<file path="src/rtl/regfile_dump_reader.sv">
// Streams (index, data) pairs from one register-file read port over valid/ready.
// One output slot register; a word is read in the cycle the slot frees up.
module regfile_dump_reader #(
  parameter int ADDR_W    = 5,
  parameter int DATA_W    = 32,
  parameter int FIRST_REG = 0,
  parameter int LAST_REG  = 31
) (
  input  logic              clk,
  input  logic              rst_n,
  input  logic              start,
  input  logic              abort,
  output logic [ADDR_W-1:0] Read_Reg,
  input  logic [DATA_W-1:0] Read_Data,
  output logic              out_valid,
  input  logic              out_ready,
  output logic [ADDR_W-1:0] out_index,
  output logic [DATA_W-1:0] out_data,
  output logic              busy,
  output logic              done
);

  generate
    if (LAST_REG < FIRST_REG) begin : g_bad_range
      $error("regfile_dump_reader: LAST_REG must be >= FIRST_REG");
    end
  endgenerate

  localparam logic [ADDR_W-1:0] FIRST_IDX = ADDR_W'(FIRST_REG);
  localparam logic [ADDR_W-1:0] LAST_IDX  = ADDR_W'(LAST_REG);

  typedef enum logic [1:0] {IDLE, READ, DRAIN} state_t;

  state_t            state, state_nx;
  logic [ADDR_W-1:0] idx;
  logic              slot_free;
  logic              idx_init, idx_inc, load, clr_valid, done_nx;

  assign slot_free = !out_valid || out_ready;
  assign busy      = (state != IDLE);
  assign Read_Reg  = (state == READ) ? idx : '0;

  always_ff @(posedge clk or negedge rst_n) begin
    if (!rst_n) state <= IDLE;
    else        state <= state_nx;
  end

  always_comb begin
    state_nx  = state;
    idx_init  = 1'b0;
    idx_inc   = 1'b0;
    load      = 1'b0;
    clr_valid = 1'b0;
    done_nx   = 1'b0;
    case (state)
      IDLE: begin
        if (start) begin
          idx_init = 1'b1;
          state_nx = READ;
        end
      end
      READ: begin
        if (abort) begin
          clr_valid = 1'b1;
          state_nx  = IDLE;
        end else if (slot_free) begin
          load = 1'b1;
          // Leave via DRAIN at the last index so idx never wraps.
          if (idx == LAST_IDX) state_nx = DRAIN;
          else                 idx_inc  = 1'b1;
        end
      end
      DRAIN: begin
        if (abort) begin
          clr_valid = 1'b1;
          state_nx  = IDLE;
        end else if (slot_free) begin
          clr_valid = 1'b1;
          done_nx   = 1'b1;
          state_nx  = IDLE;
        end
      end
      default: state_nx = IDLE;
    endcase
  end

  always_ff @(posedge clk or negedge rst_n) begin
    if (!rst_n) begin
      idx       <= '0;
      out_valid <= 1'b0;
      out_index <= '0;
      out_data  <= '0;
      done      <= 1'b0;
    end else begin
      done <= done_nx;
      if (idx_init)     idx <= FIRST_IDX;
      else if (idx_inc) idx <= idx + ADDR_W'(1);
      if (load) begin
        out_data  <= Read_Data;
        out_index <= idx;
      end
      if (clr_valid)                   out_valid <= 1'b0;
      else if (load)                   out_valid <= 1'b1;
      else if (out_valid && out_ready) out_valid <= 1'b0;
    end
  end

endmodule

</file>
<file path="config.mk">
export PLATFORM = sky130hd
export DESIGN_NAME = regfile_dump_reader
export DESIGN_NICKNAME = d
export VERILOG_FILES = /design/src/rtl/regfile_dump_reader.sv
export SDC_FILE = /design/constraint.sdc
export NUM_CORES = 1
export LEC_CHECK = 0
export ABC_AREA = 1
export CELL_PAD_IN_SITES_DETAIL_PLACEMENT = 0
export CELL_PAD_IN_SITES_GLOBAL_PLACEMENT = 1
export CORE_MARGIN = 3
export CORE_UTILIZATION = 28
export DETAILED_ROUTE_END_ITERATION = 6
export PLACE_DENSITY = 0.75
export SLEW_MARGIN = 20
export SYNTH_ARGS = -nofsm -noshare
export SYNTH_HDL_FRONTEND = slang
export SYNTH_SLANG_ARGS = --single-unit
</file>
<file path="constraint.sdc">
create_clock -name clk -period 1.44 [get_ports clk]
set_input_delay 0.432 -clock clk [delete_from_list [all_inputs] [get_ports clk]]
set_output_delay 0.432 -clock clk [all_outputs]
set_load 0.01 [all_outputs]
</file>
==> results.cfg <==
[outcome]
outcome = complete, but fails checks
violations = negative setup slack

[power_and_ir_drop]
power_density_nw_per_um2 = 1730
p_leak_nw = 1.842
ir_drop_uv = 989.0
power_mw = 6.136

[yosys]
synth_cells = 238
ys_types = 19
ys_warn_count = 0
syn_nets = 281
netlist_area_um2 = 2064
synth_seq_cells = 46
syn_avg_cell_area_um2 = 8.674
ys_seq_area_share_pct = 55.76

[global_routing]
grt_first_pass_wirelength_um = 9880
grt_max_degree = 47
grt_usage_pct = 14.43
overflow = 0
antenna_found_initial = 0
first_global_vias = 2037

[route]
vias = 1979
drc_errors = 0
drt_iter0_drc = 66
wire_per_inst_um = 12.87
drt-total-wl_um = 5844
viasPerCell = 4.359
ant_nets = 0
first_pass_iters = 4

[setup_path]
cp-start-kind = flip-flop
ff2ff_setup_slack_ns = -0.16
critPathKind = flip-flop to primary output
required_ns = 1.01
slowest_delay_ns = 0.39
critPathArrivalTime_ns = 1.20
critPathCaptureType = primary output
worstPathMaxFanout = 6
crit_slowest_cell = dfrtp_1
path_cells = inv_2 -> ha_4 -> nand2_1 -> inv_1 -> buf_2

[die]
io_pins = 82
num_rows = 30
die-height_um = 91.87
initial_utilization_pct = 29.57
die_w_um = 91.87
core-area_um2 = 6982
die_area_um2 = 8439

[cells_and_area]
num-fill-cells = 698
stdcell_area_um2 = 3547
finalNetCount = 400
antenna_cells = 0
drive_gt1_share_pct = 24.02
fin_cells = 454
multi_input_area_um2 = 838.3
area_delta_synth_final_pct = 71.82
seqCellArea_um2 = 1152
fin_util_pct = 50.81

[placement]
gp_congestion = 0.7371
dp.cells = 428
hpwl_um = 3805
pre_cts_ws_ns = -0.4002
port_buffers = 81
placed_cell_area_um2 = 3142

[timing]
fin_hold_ws_ns = 0.09745
clock-skew-final_ns = 0.01359
tns_ns = -4.857
drv_slew = 0
slew_headroom_pct = 79.00
setup_viol = 46
rsz0062_at_grt = true
min_period_ns = 1.634
tightest_slew_ns = 0.3142
max_clock_freq_mhz = 611.9
hold_viol_final = 0
finalCritPeriodShare_pct = 113.5
fin_ws_ns = -0.1942

[clocking]
path_clk_slew_ns = 0.10
cts.htree.levels = 2
cts_tree = built
clock-root-buffer = clkbuf_8
cts_inserted_buffers = 5
clockBufferDepth = 2
clock-sinks = 46
clk_latency_ns = 0.30

[hold_path]
hold_path.class = input port to async pin

[run]
maxCapViolCount = 0
==> layout make-up <==
class                           instances  share of cell area (%)
Timing Repair Buffer                  124                   35.70
Clock inverter                          3                  0.7055
Tap cell                               96                   3.386
Sequential cell                        46                   32.49
Inverter                               19                   2.152
Clock buffer                            5                   1.940
Multi-Input combinational cell        161                   23.63
==> cell usage in the layout (no fill, tap or decap), types with 3 or more instances in the layout <==
cell type / netlist / layout
buf_6: 2 / 8
buf_12: 0 / 5
clkbuf_8: 0 / 5
nand2_2: 1 / 7
nor2_1: 3 / 3
clkdlybuf4s15_1: 0 / 31
dfrtp_1: 46 / 45
o31ai_1: 3 / 3
o21ai_0: 4 / 3
buf_2: 8 / 3
buf_4: 1 / 31
inv_2: 1 / 9
inv_1: 18 / 8
nand3_1: 47 / 45
bufbuf_16: 0 / 3
dlygate4sd2_1: 0 / 8
clkdlybuf4s50_1: 0 / 35
nand2_1: 92 / 85
==> cells by family (layout without fill, tap and decap cells) <==
kind of cell	after synthesis	count (layout)	synth area share [%]
xor gates and xnor gates	1	1	0.4243
adders and majority gates	6	6	3.636
DFF	46	46	55.76
buffers and inverters	31	151	7.030
and+or+nand+nor	146	146	30.73
AOI/OAI and AO/OA	8	8	2.424
==> worst paths after layout <==
kind / from / to / depth (start not counted)
setup / recovery: state[1] / Read_Reg[0] / 5
hold / removal: rst_n / out_data[23] / 2
setup reg to reg: state[1] / out_data[8] / 9
hold reg to reg: out_data[11] / out_data[11] / 2
max in group asynchronous: rst_n / state[0] / 2
min in group clk: out_data[11] / out_data[11] / 2
==> report_power, final <==
group	internal, mW	leakage (nW)	total (mW)	switching [mW]
Combinational	1.72	1.21	3.20	1.49
Sequential	1.81	0.587	2.10	0.292
Clock	0.351	0.0447	0.833	0.481
==> registers in the layout (all words and copies together), names as in the netlist <==
| register | flops |
|---|---|
| out_data | 32 |
| idx | 5 |
| out_index | 5 |
| state | 2 |
| done | 1 |
| out_valid | 1 |
==> per-layer routing <==
layer  vias to the layer above  share of wire [%]  GRT usage, %
met1                       915                 45         18.27
met2                        60                 49         24.27
met5                         -                  0             0
met3                         9                5.0         3.281
met4                         0                1.6         4.827
li1                        995                  -             -
==> critical path: cells and delay by family (launching register included) <==
kind,cells,cell delay [ns]
flops,1,0.39
buf+inv,3,0.26
fa+ha+maj,1,0.19
simple gates,1,0.06
==> repair_timing <==
item / 4_1_cts / 5_1_grt
resized for setup: 94 / 43
hold buffers: 0 / 0
cloned: 3 / 0
setup endpoints to repair: 89 / 83
pin swaps: 10 / 9
buffers inserted: 6 / 10
==> synthesized netlist by cell type <==
master | number | area, um2
o21ai_0 | 4 | 20.02
inv_2 | 1 | 3.750
nor2_8 | 1 | 20.02
nand4_1 | 1 | 6.260
buf_6 | 2 | 22.52
buf_4 | 1 | 7.510
nand3_1 | 47 | 235.2
o31ai_1 | 3 | 22.52
a21boi_0 | 1 | 7.510
nand2_2 | 1 | 6.260
buf_2 | 8 | 40.04
xor2_1 | 1 | 8.760
inv_1 | 18 | 67.56
nand2_1 | 92 | 345.3
nand3_2 | 1 | 10.01
nor2_1 | 3 | 11.26
dfrtp_1 | 46 | 1151
clkbuf_1 | 1 | 3.750
ha_1 | 6 | 75.07
No activity file was read; power rests on OpenSTA's default activity.
